$ cat src/rtl/lsu_pkg.sv
// rtl/lsu_pkg.sv - shared Funct3 codes, FSM encoding and default timeout for the MEM-stage LSU
package lsu_pkg;

  localparam int DEFAULT_TIMEOUT = 255;

  localparam logic [2:0] F3_B  = 3'b000;
  localparam logic [2:0] F3_H  = 3'b001;
  localparam logic [2:0] F3_W  = 3'b010;
  localparam logic [2:0] F3_BU = 3'b100;
  localparam logic [2:0] F3_HU = 3'b101;

  // Access width lives in Funct3[1:0] for every legal code
  localparam logic [1:0] SZ_B = 2'b00;
  localparam logic [1:0] SZ_H = 2'b01;
  localparam logic [1:0] SZ_W = 2'b10;

  typedef enum logic [1:0] {
    S_IDLE = 2'b00,
    S_REQ  = 2'b01,
    S_DONE = 2'b10
  } state_t;

endpackage

$ cat src/rtl/mem_stage_lsu_if.sv
// rtl/mem_stage_lsu_if.sv - data-memory request/response bus between the LSU and memory
interface mem_stage_lsu_if;
  logic        dmem_req;
  logic        dmem_we;
  logic [31:0] dmem_addr;
  logic [31:0] dmem_wdata;
  logic [3:0]  dmem_be;
  logic        dmem_ready;
  logic [31:0] dmem_rdata;

  modport master (
    output dmem_req, dmem_we, dmem_addr, dmem_wdata, dmem_be,
    input  dmem_ready, dmem_rdata
  );

  modport slave (
    input  dmem_req, dmem_we, dmem_addr, dmem_wdata, dmem_be,
    output dmem_ready, dmem_rdata
  );
endinterface

$ cat src/rtl/mem_stage_lsu_load_align.sv
// rtl/mem_stage_lsu_load_align.sv - extracts and extends the addressed byte/half of a loaded word
module load_align
  import lsu_pkg::*;
(
  input  logic [31:0] rdata,
  input  logic [1:0]  addr_lo,
  input  logic [2:0]  funct3,
  output logic [31:0] result
);

  logic [7:0]  byte_sel;
  logic [15:0] half_sel;

  always_comb begin
    byte_sel = rdata[{addr_lo, 3'b000} +: 8];
    half_sel = addr_lo[1] ? rdata[31:16] : rdata[15:0];
    case (funct3)
      F3_B:    result = {{24{byte_sel[7]}}, byte_sel};
      F3_BU:   result = {24'h000000, byte_sel};
      F3_H:    result = {{16{half_sel[15]}}, half_sel};
      F3_HU:   result = {16'h0000, half_sel};
      F3_W:    result = rdata;
      default: result = 32'h0000_0000;
    endcase
  end

endmodule

$ cat src/rtl/mem_stage_lsu.sv
// rtl/mem_stage_lsu.sv - MEM-stage load/store unit: checks, issues and formats one data-memory access
module mem_stage_lsu
  import lsu_pkg::*;
#(
  parameter int TIMEOUT = DEFAULT_TIMEOUT
) (
  input  logic            clk,
  input  logic            reset,
  input  logic            MemReadM,
  input  logic            MemWriteM,
  input  logic [2:0]      Funct3M,
  input  logic [31:0]     ALUResultM,
  input  logic [31:0]     WriteDataM,
  output logic [31:0]     ReadDataM,
  output logic            StallM,
  output logic            MisalignM,
  output logic            BusErrM,
  mem_stage_lsu_if.master dmem
);

  localparam int CW = $clog2(TIMEOUT + 1);

  state_t        state, state_next;
  logic [CW-1:0] wait_cnt;
  logic [31:0]   addr_q, wdata_q, wdata_d, load_data;
  logic [3:0]    be_q, be_d;
  logic [2:0]    f3_q;
  logic          we_q, req_c;
  logic          access, illegal, misaligned, start, fault, timeout;

  always_comb begin
    access  = MemReadM | MemWriteM;
    illegal = (MemReadM & MemWriteM) | (Funct3M == 3'b011) | (Funct3M[2:1] == 2'b11)
            | (MemWriteM & Funct3M[2]);
    case (Funct3M[1:0])
      SZ_W:    misaligned = |ALUResultM[1:0];
      SZ_H:    misaligned = ALUResultM[0];
      default: misaligned = 1'b0;
    endcase
    start   = access & ~illegal & ~misaligned;
    fault   = access & (illegal | misaligned);
    // Ready on the last allowed cycle still wins over the timeout
    timeout = (wait_cnt == CW'(TIMEOUT - 1)) & ~dmem.dmem_ready;
  end

  always_comb begin
    case (Funct3M[1:0])
      SZ_B: begin
        be_d    = 4'b0001 << ALUResultM[1:0];
        wdata_d = {4{WriteDataM[7:0]}};
      end
      SZ_H: begin
        be_d    = ALUResultM[1] ? 4'b1100 : 4'b0011;
        wdata_d = {2{WriteDataM[15:0]}};
      end
      default: begin
        be_d    = 4'b1111;
        wdata_d = WriteDataM;
      end
    endcase
  end

  always_ff @(posedge clk) begin
    if (reset) state <= S_IDLE;
    else       state <= state_next;
  end

  always_comb begin
    state_next = state;
    case (state)
      S_IDLE:  if (start) state_next = S_REQ;
      S_REQ:   if (dmem.dmem_ready || timeout) state_next = S_DONE;
      S_DONE:  state_next = S_IDLE;
      default: state_next = S_IDLE;
    endcase
  end

  always_comb begin
    StallM    = 1'b0;
    MisalignM = 1'b0;
    BusErrM   = 1'b0;
    req_c     = 1'b0;
    case (state)
      S_IDLE: begin
        StallM    = start;
        MisalignM = fault;
      end
      S_REQ: begin
        StallM  = 1'b1;
        req_c   = 1'b1;
        BusErrM = timeout;
      end
      default: ;
    endcase
  end

  load_align u_load_align (
    .rdata   (dmem.dmem_rdata),
    .addr_lo (addr_q[1:0]),
    .funct3  (f3_q),
    .result  (load_data)
  );

  always_ff @(posedge clk) begin
    if (reset) begin
      ReadDataM <= 32'h0000_0000;
      wait_cnt  <= '0;
      addr_q    <= 32'h0000_0000;
      wdata_q   <= 32'h0000_0000;
      be_q      <= 4'b0000;
      f3_q      <= 3'b000;
      we_q      <= 1'b0;
    end else begin
      case (state)
        S_IDLE: begin
          if (start) begin
            addr_q   <= ALUResultM;
            wdata_q  <= wdata_d;
            be_q     <= be_d;
            f3_q     <= Funct3M;
            we_q     <= MemWriteM;
            wait_cnt <= '0;
          end else if (fault) begin
            ReadDataM <= 32'h0000_0000;
          end
        end
        S_REQ: begin
          if (dmem.dmem_ready) begin
            if (!we_q) ReadDataM <= load_data;
          end else if (timeout) begin
            ReadDataM <= 32'h0000_0000;
          end else begin
            wait_cnt <= wait_cnt + CW'(1);
          end
        end
        default: ;
      endcase
    end
  end

  assign dmem.dmem_req   = req_c;
  assign dmem.dmem_we    = we_q;
  assign dmem.dmem_addr  = {addr_q[31:2], 2'b00};
  assign dmem.dmem_wdata = wdata_q;
  assign dmem.dmem_be    = be_q;

endmodule
$ cat src/flat_wrapper.sv
// flat-port wrapper written by rule: the top's interface ports become plain ports
module mem_stage_lsu_flat import lsu_pkg::*;
#(
  parameter int TIMEOUT = DEFAULT_TIMEOUT
)
  (clk, reset, MemReadM, MemWriteM, Funct3M, ALUResultM, WriteDataM, ReadDataM, StallM, MisalignM, BusErrM, dmem_dmem_req, dmem_dmem_we, dmem_dmem_addr, dmem_dmem_wdata, dmem_dmem_be, dmem_dmem_ready, dmem_dmem_rdata);
  mem_stage_lsu_if dmem_i ();
  input  logic clk;
  input  logic reset;
  input  logic MemReadM;
  input  logic MemWriteM;
  input  logic [2:0] Funct3M;
  input  logic [31:0] ALUResultM;
  input  logic [31:0] WriteDataM;
  output logic [31:0] ReadDataM;
  output logic StallM;
  output logic MisalignM;
  output logic BusErrM;
  output wire logic [$bits(dmem_i.dmem_req)-1:0] dmem_dmem_req;
  output wire logic [$bits(dmem_i.dmem_we)-1:0] dmem_dmem_we;
  output wire logic [$bits(dmem_i.dmem_addr)-1:0] dmem_dmem_addr;
  output wire logic [$bits(dmem_i.dmem_wdata)-1:0] dmem_dmem_wdata;
  output wire logic [$bits(dmem_i.dmem_be)-1:0] dmem_dmem_be;
  input wire logic [$bits(dmem_i.dmem_ready)-1:0] dmem_dmem_ready;
  input wire logic [$bits(dmem_i.dmem_rdata)-1:0] dmem_dmem_rdata;
  assign dmem_dmem_req = dmem_i.dmem_req;
  assign dmem_dmem_we = dmem_i.dmem_we;
  assign dmem_dmem_addr = dmem_i.dmem_addr;
  assign dmem_dmem_wdata = dmem_i.dmem_wdata;
  assign dmem_dmem_be = dmem_i.dmem_be;
  assign dmem_i.dmem_ready = dmem_dmem_ready;
  assign dmem_i.dmem_rdata = dmem_dmem_rdata;
  mem_stage_lsu #(.TIMEOUT(TIMEOUT)) u_core (.clk(clk), .reset(reset), .MemReadM(MemReadM), .MemWriteM(MemWriteM), .Funct3M(Funct3M), .ALUResultM(ALUResultM), .WriteDataM(WriteDataM), .ReadDataM(ReadDataM), .StallM(StallM), .MisalignM(MisalignM), .BusErrM(BusErrM), .dmem(dmem_i));
endmodule
$ cat config.mk
export PLATFORM = sky130hd
export DESIGN_NAME = mem_stage_lsu_flat
export DESIGN_NICKNAME = d
export VERILOG_FILES = /design/src/rtl/lsu_pkg.sv /design/src/rtl/mem_stage_lsu_if.sv /design/src/rtl/mem_stage_lsu_load_align.sv /design/src/rtl/mem_stage_lsu.sv /design/src/flat_wrapper.sv
export SDC_FILE = /design/constraint.sdc
export NUM_CORES = 1
export LEC_CHECK = 0
export ABC_AREA = 1
export CAP_MARGIN = 15
export CORE_MARGIN = 5
export CORE_UTILIZATION = 30
export DETAILED_ROUTE_END_ITERATION = 16
export GPL_ROUTABILITY_DRIVEN = 0
export PLACE_DENSITY = 0.61
export SYNTH_ARGS = -nofsm -noshare
export SYNTH_HDL_FRONTEND = slang
export SYNTH_SLANG_ARGS = --single-unit
$ cat constraint.sdc
create_clock -name clk -period 2.35 [get_ports clk]
set_clock_uncertainty 0.05 [all_clocks]
set_input_delay 0.3525 -clock clk [delete_from_list [all_inputs] [get_ports clk]]
set_output_delay 0.3525 -clock clk [all_outputs]
set_load 0.02 [all_outputs]
**Yosys cells after proc, flatten, opt, wreduce, memory -nomap -nowiden**

Cells that the tools add are included.

- Flip-flop bits (word level): 114
- Output and inout bits: 105

- $add $sub $neg: 1
- Eq/ne operators: 18
- Shift-type cells: 2
- Muxes and demuxes: 23
- Bitwise logic cells: 14
- Reduce and logical (&&, ||, !) cells: 10

Operators with widths:

| operator | number |
|---|---|
| two-way mux 32 bit | 5 |
| one-hot mux 32 bit (5 select lines) | 1 |
| one-hot mux 32 bit (2 select lines) | 2 |
| indexed part select 32 x 6 -> 8 bit | 1 |
| two-way mux 8 bit | 3 |
| two-way mux 16 bit | 1 |
| one-hot mux 8 bit (2 select lines) | 1 |
| adder 8 x 1 -> 8 bit (second input constant) | 1 |
| equality test 8 bit (second input constant) | 1 |
| one-hot mux 4 bit (2 select lines) | 1 |
| AND 1 bit | 6 |
| equality test 3 x 2 -> 1 bit (second input constant) | 2 |
| equality test 3 bit (second input constant) | 2 |
| != test 2 x 1 -> 1 bit (second input constant) | 3 |
| != test 2 bit (second input constant) | 3 |
| OR 1 bit | 5 |
| AND reduction 5 bit | 1 |
| equality test 2 x 1 -> 1 bit (second input constant) | 2 |
| equality test 2 bit (second input constant) | 2 |
| zero test 2 bit | 2 |
| two-way mux 2 bit | 2 |
| two-way mux 4 bit | 1 |
| one-hot mux 1 bit (2 select lines) | 2 |
| one-hot mux 2 bit (2 select lines) | 1 |
| other kinds (12) | 17 |

**Depth between registers and ports, before layout**

Gate-level depths: netlist of run 1.

- Word-level depth: 9
- Depth in mapped cells: 14
- Mapped depth without buffers: 12

**Modules after synthesis**

From an unflattened synthesis of run 1, not the netlist that was laid out.

- Cells, all modules: 953
- Area total of the unflattened synthesis: 6208.5 µm²

Modules (own cells, without submodules):

| module | instances | cells each | area each (µm²) | sequential area each (µm²) |
|---|---|---|---|---|
| mem_stage_lsu | 1 | 755 | 5311.3 | 2282.2 |
| load_align | 1 | 198 | 897.1 | 0.0 |

**Worst setup path before layout of run 1**

OpenSTA, ideal clock, no wires.

- Path type: input-to-output
- Start: input port Funct3M[1]
- End: output port StallM
- Arrival: 1988 ps
- Data required time: 1947 ps
- Path slack: -40 ps
- Stages on the path: 10
- Cells stage by stage: inv_1 > clkbuf_1 > ha_1 > nand2_1 > nand2_1 > nand3_1 > nand4_1 > buf_2 > clkbuf_1 > nand2_1

- Longest elaborated chain between the ends: 8

RTL lines:

| what | line | RTL |
|---|---|---|
| from (decl) | flat_wrapper.sv:12 | `input logic [2:0] Funct3M;` |
| equality test 3 x 2 -> 1 bit | mem_stage_lsu.sv:33 | `illegal = (MemReadM & MemWriteM) \| (Funct3M == 3'b011) \| (Funct3M[2:1] == 2'b11)` |
| OR 1 bit (2 in a row) | mem_stage_lsu.sv:33 |  |
| OR 1 bit | mem_stage_lsu.sv:34 | `\| (MemWriteM & Funct3M[2]);` |
| inverter 1 bit | mem_stage_lsu.sv:40 | `start = access & ~illegal & ~misaligned;` |
| AND 1 bit | mem_stage_lsu.sv:40 |  |
| AND 1 bit (*) | mem_stage_lsu.sv:40 |  |
| one-hot mux 1 bit (2 select lines) (*) | mem_stage_lsu.sv:83 | `case (state)` |
| to (decl) | flat_wrapper.sv:16 | `output logic StallM;` |

Every way passes the cells marked *; elsewhere a longest branch is shown, timed or not.

**Final worst setup path of run 1**

- Start: input port Funct3M[0]
- End: output port MisalignM

- Longest elaborated chain between the ends: 7

RTL lines:

| what | line | RTL |
|---|---|---|
| equality test 3 x 2 -> 1 bit | mem_stage_lsu.sv:33 |  |
| OR 1 bit (2 in a row) | mem_stage_lsu.sv:33 |  |
| OR 1 bit | mem_stage_lsu.sv:34 |  |
| OR 1 bit (*) | mem_stage_lsu.sv:41 | `fault = access & (illegal \| misaligned);` |
| AND 1 bit (*) | mem_stage_lsu.sv:41 |  |
| two-way mux 1 bit (*) | mem_stage_lsu.sv:83 |  |
| to (decl) | flat_wrapper.sv:17 | `output logic MisalignM;` |

Marked as above.

==> out/metrics.yaml, run 1 <==
routed_wirelength_um: 19700
synth_ff_type: "dfxtp_1"
synth_area_leader_cell: "dfxtp_1"
grt_overflow: 0
drtPass1Iterations: 4
period_minus_slack_ns: 2.26
synth_xor_area_share_pct: 0.571
rr_endpoint: "u_core.ReadDataM[29]"
postRouteAntennaNets: 0
timing.rr.start: "u_core.addr_q[1]"
period_share_pct: 96.1
clockBufferDepth: 2
power_density_mw_per_mm2: 773
stdcell_count: 1408
synth-seq-cells: 114
synthMuxAreaShare_pct: 0
max_freq_ghz: 0.443
max_cap_viol_count: 0
area_growth_pct: 46.9
startpoint_type: "input pin"
hold_viol_final: 0
vias: 6317
r2r_slack_ns: 0.54
design.core.area_mm2: 0.0202
root_buffer: "clkbuf_16"
initial_core_util_pct: 30.4
grt.met1_usage_pct: 21.0
placed_cells: 1376
n_antenna_cell: 0
grt_pass1_vias: 5918
wl_per_cell_um: 14.0
synth.distinct_cells: 32
crit_type: "in -> out"
clkLatencyLatePin_ns: 0.40
reg2reg_depth: 10
die_w_um: 153
cellLeakagePower_nw: 3.88
crit_end: "MisalignM"
clock_sinks: 114
die_h_um: 153
hold_depth: 2
synth_area_per_cell_um2: 6.44
rsz0062_at_grt: "no"
cts_setup_buffers: 0
met3_usage_pct: 6.93
met2_usage_pct: 26.1
slew_headroom_pct: 55.2
synth_compound_area_share_pct: 16.0
peakVddDrop_mv: 0.520
grt.busiest_layer: "met2"
cp_max_fo: 3
status: "finished, final reports clean"
dp_hpwl_um: 14200
critical_path.startpoint: "Funct3M[0]"
hold_path_class: "reg -> reg"
rows: 52
die_area_mm2: 0.0234
grt_pass1_wl_um: 31700
synth_simple_gate_area_share_pct: 29.2
drive_above_1_share_pct: 7.47
cts_tree: "done"
nNetsFinal: 1235
grt_max_degree: 72
synth-edff-count: 0
crit_required_ns: 1.95
syn-instance-count: 953
synth_fa_ha_area_share_pct: 1.22
via_per_inst: 4.49
synth_top_family_by_area: "simple AND/OR/NAND/NOR gates"
grt_antenna_before_repair: 0
synth.most_common_cell: "nand2_1"
final_max_slew_viol_count: 0
synth_top_area_share_pct: 37.2
end_kind: "primary output"
io_pins: 209
yosysWarnings: 0
synth_top_cells_by_count: "247 x nand2_1, 124 x a21oi_1, 114 x dfxtp_1, 114 x inv_1, 89 x nor2_1"
path_clk_slew_ns: 0.05
dr.first_iter.drc_count: 291
cts_max_level: 4
drc: 0
portBuffers: 206
finalSetupViolCount: 0
grtUsageTotal_pct: 16.4
synthTopCellsByArea: "dfxtp_1 37%, nand2_1 15%, a21oi_1 10%"
syn_area_mm2: 0.00614
crit_arrival_ns: 1.86
synthArstFlopShare_pct: 0
yosysSeqAreaShare_pct: 37.2
tightest_slew_ns: 0.673
numCtsBuffers: 17
holdBufCountCts: 0
final_util_pct: 44.7
## registers in the layout (all words and copies together), names as in the netlist
signal and flops:
u_core.dmem.dmem_we 1, u_core.state 2, u_core.dmem.dmem_wdata 32, u_core.f3_q 3, u_core.addr_q 32, u_core.dmem.dmem_be 4, u_core.wait_cnt 8, u_core.ReadDataM 32
## critical path: stages
cell	delay, ns
clkdlybuf4s50_1	0.51
inv_1	0.08
ha_1	0.28
nand3_1	0.13
nand2_2	0.11
nand2_1	0.08
nor3_1	0.14
buf_4	0.18
## metrics by stage
step / hold slack, ns / area, µm² / setup WS (ns) / TNS [ns] / total power [W]
after CTS: 0.393 / 9010 / -0.0682 / -0.0682 / 0.00705
after global routing: 0.408 / 9010 / 0.0175 / 0 / 0.00735
after global placement: 0.380 / 8350 / -0.398 / -2.33 / 0.00407
final: 0.391 / 9010 / 0.0915 / 0 / 0.00697
after floorplan: 0.374 / 6140 / 0.0911 / 0 / 0.00335
after detailed placement: 0.384 / 8350 / -0.426 / -4.91 / 0.00408
## area by class of cell
| type | count | area (µm²) |
|---|---|---|
| Clock inverter | 10 | 204 |
| Fill cell | 2102 | 11200 |
| Timing Repair Buffer | 237 | 2380 |
| Inverter | 120 | 453 |
| Tap cell | 270 | 338 |
| Multi-Input combinational cell | 635 | 2900 |
| Clock buffer | 22 | 464 |
| Sequential cell | 114 | 2280 |
## worst min-delay path by stage
stage | from | end | slack, ns
after global placement | u_core.dmem.dmem_wdata[4] | u_core.dmem.dmem_wdata[4] | 0.38
after floorplan | u_core.addr_q[10] | u_core.addr_q[10] | 0.37
final | u_core.addr_q[17] | u_core.addr_q[17] | 0.39
after detailed placement | u_core.addr_q[5] | u_core.addr_q[5] | 0.38
after CTS | u_core.addr_q[5] | u_core.addr_q[5] | 0.39
after global routing | u_core.addr_q[6] | u_core.addr_q[6] | 0.41
## cell families after synthesis
group / after synthesis
adders and majority gates: 6
and+or+nand+nor: 430
AOI/OAI and AO/OA: 193
other: 1
buffers and inverters: 205
xor gates and xnor gates: 4
DFF: 114
## layer usage
| metal | share of wire (%) | vias to the layer above |
|---|---|---|
| li1 | - | 3305 |
| met3 | 8.7 | 8 |
| met1 | 44 | 2796 |
| met5 | 0 | - |
| met2 | 46 | 208 |
| met4 | 0.58 | 0 |
## placed cells by master, fill, tap and decap left out, drive strengths merged
cell           instances
a21oi                125
buf                   33
bufinv                 6
clkbuf                22
clkdlybuf4s50        202
clkinv                 6
conb                   2
dfxtp                114
dlygate4sd2            1
dlymetal6s2s           1
ha                     6
inv                  118
nand2                254
nand3                 71
nand4                  3
nor2                  95
nor3                   4
o211ai                 1
o21a                   1
o21ai                 58
o22ai                  8
or2                    3
xnor2                  1
xor2                   3
## where the power goes
group	switching, W	internal, W
Sequential	0.000115	0.00213
Clock	0.000904	0.00204
Combinational	0.000991	0.000790
## what timing repair did
action / in CTS / in global routing
cloned: 0 / 0
resized for setup: 9 / 5
endpoints found under the setup margin: 3 / 1
No activity file was read; power rests on OpenSTA's default activity.
==> run 2: changes to the inputs <==
--- a/constraint.sdc
+++ b/constraint.sdc
@@ -3,3 +3,3 @@
 set_input_delay 0.3525 -clock clk [delete_from_list [all_inputs] [get_ports clk]]
 set_output_delay 0.3525 -clock clk [all_outputs]
-set_load 0.02 [all_outputs]
+set_load 0.01 [all_outputs]
==> out/metrics.yaml, run 2 (synthesis results as in run 1) <==
drc: 0  # unchanged
rsz0062_at_grt: "no"
hold_viol_final: 0  # unchanged
critical-path-top-cell-by-count: "nand2_2"
met2_usage_pct: 26.7  # +0.59 points
grt_antenna_before_repair: 2  # +2
hold_depth: 2  # unchanged
crit_type: "in -> out"
via_per_inst: 4.51  # +0.59%
worst-path-buf-inv: 3  # unchanged
crit_arrival_ns: 1.86  # about the same
io_pins: 209  # unchanged
vias: 6363  # +0.73%
grt_pass1_wl_um: 31900  # +0.81%
slew_headroom_pct: 58.6  # +3.4 points
final_max_slew_viol_count: 0  # unchanged
design.core.area_mm2: 0.0202  # unchanged
drtPass1Iterations: 4  # unchanged
seqCellArea_mm2: 0.00228  # unchanged
grt_pass1_vias: 6055  # +2.3%
dr.first_iter.drc_count: 264  # -9.3%
final_common_cell: "nand2_1"
dp_hpwl_um: 14400  # +1.4%
grtUsageTotal_pct: 16.6  # +0.19 points
met3_usage_pct: 7.10  # +0.17 points
rr_endpoint: "u_core.ReadDataM[28]"
routed_wirelength_um: 19700  # +0.32%
cp_max_fo: 3  # unchanged
hold_path_class: "reg -> reg"
portBuffers: 206  # unchanged
grt.busiest_layer: "met2"
drive_above_1_share_pct: 8.07  # +0.60 points
path_clk_slew_ns: 0.05  # about the same
max_cap_viol_count: 0  # unchanged
fill_cells: 2132  # +1.4%
cpLargestDelayFamily: "buffers and inverters"
clkLatencyLatePin_ns: 0.41  # about the same
die_w_um: 153  # unchanged
cp_slowest_stage_delay_ns: 0.51  # about the same
initial_core_util_pct: 30.4  # unchanged
startpoint_type: "input pin"
numCtsBuffers: 17  # unchanged
cellLeakagePower_nw: 3.81  # -1.6%
grt_overflow: 0  # unchanged
holdBufCountCts: 0  # unchanged
layout_common_cells: "245 x nand2_1, 202 x clkdlybuf4s50_1, 124 x a21oi_1, 114 x inv_1, 114 x dfxtp_1"
clock_sinks: 114  # unchanged
cts_max_level: 4  # unchanged
r2r_slack_ns: 0.23  # -0.31 ns
end_kind: "primary output"
n_antenna_cell: 0  # unchanged
root_buffer: "clkbuf_16"
finalSetupViolCount: 0  # unchanged
power_density_mw_per_mm2: 719  # -7.0%
timing.rr.start: "u_core.wait_cnt[0]"
max_freq_ghz: 0.441  # -0.30%
status: "finished, final reports clean"
holdCritStartpoint: "u_core.addr_q[12]"
period_share_pct: 96.4  # +0.29 points
postRouteAntennaNets: 0  # unchanged
tightest_slew_ns: 0.622  # -0.0508 ns
path_cells: "clkdlybuf4s50_1, inv_1, ha_1, nand3_2, nand2_2, nand2_2, nor3_4, buf_2"
die_area_mm2: 0.0234  # unchanged
reg2reg_depth: 11  # +1
grt.met1_usage_pct: 20.5  # -0.52 points
nNetsFinal: 1239  # +0.32%
crit_required_ns: 1.95  # about the same
cts_tree: "done"
rows: 52  # unchanged
final_util_pct: 44.3  # -0.40 points
wl_per_cell_um: 14.0  # +0.18%
tns_ns: 0  # unchanged
period_minus_slack_ns: 2.27  # +0.00683 ns
crit_slowest_cell: "clkdlybuf4s50_1"
min_to: "u_core.addr_q[12]"
clockBufferDepth: 2  # unchanged
area_growth_pct: 45.5
peakVddDrop_mv: 0.469  # -9.8%
grt_max_degree: 78  # +8.3%
die_h_um: 153  # unchanged
multiInputGateArea_mm2: 0.00292  # +0.65%
-- run 2: cell count changes in the layout (fill, tap and decap cells not counted), moves of 2 or more --
cell | before | now
buf_12 | 7 | 4
buf_4 | 25 | 30
bufinv_16 | 6 | 2
clkbuf_1 | 3 | 1
clkinvlp_4 | 0 | 5
-- run 2: power breakdown --
part,internal [W],total (W),switching (W)
registers,0.00213,0.00224,0.000111
logic,0.000786,0.00164,0.000857
clock network,0.00163,0.00254,0.000912
total,0.00454,0.00642,0.00188
-- run 2: how the worst max path moves through the flow --
stage                     depth (start not counted)  startpoint   endpoint
after floorplan                                  10  Funct3M[1]     StallM
after global routing                              9  Funct3M[0]     StallM
after global placement                            8  Funct3M[1]  MisalignM
after detailed placement                          8  Funct3M[1]  MisalignM
after CTS                                         8  Funct3M[0]  MisalignM
final                                             8  Funct3M[0]  MisalignM
-- run 2: routing by layer --
| layer | share of wire (%) | vias up | wire length (µm) |
|---|---|---|---|
| li1 | - | 3315 | - |
| met1 | 44 | 2820 | 8600 |
| met2 | 45 | 195 | 8940 |
| met3 | 9.4 | 29 | 1860 |
| met4 | 1.6 | 4 | 315 |
| met5 | 0.12 | - | 23 |
-- run 2: tightest hold or removal path, delay by kind of cell (launching register included) --
family	cells	cell delay [ns]
DFF	1	0.30
buffers and inverters	1	0.04
AOI/OAI and AO/OA	1	0.05
-- run 2: per-stage QoR --
stage | area (µm²) | hold WS (ns) | setup WS (ns) | power, W | std cells
global route | 8930 | 0.403 | 0.00453 | 0.00679 | 1410
finish | 8930 | 0.391 | 0.0847 | 0.00642 | 1410
detailed placement | 8330 | 0.384 | -0.462 | 0.00393 | 1379
global placement | 8330 | 0.380 | -0.436 | 0.00392 | 1379
floorplan | 6140 | 0.374 | 0.0213 | 0.00321 | 954
CTS | 8910 | 0.392 | 0.00456 | 0.00649 | 1409
-- run 2: timing repair --
| item | CTS | global route |
|---|---|---|
| pin swaps | 3 | 2 |
| resized for setup | 10 | 6 |
| buffers inserted | 0 | 1 |
| setup endpoints to repair | 3 | 4 |
| gates cloned | 0 | 0 |
-- run 2: cell type report --
type                            instances  share of cell area, %
Sequential cell                       114                   25.5
Timing Repair Buffer                  241                   26.5
Clock buffer                           21                   5.27
Clock inverter                          9                   1.20
Inverter                              120                   5.07
Multi-Input combinational cell        635                   32.6
Tap cell                              270                   3.78
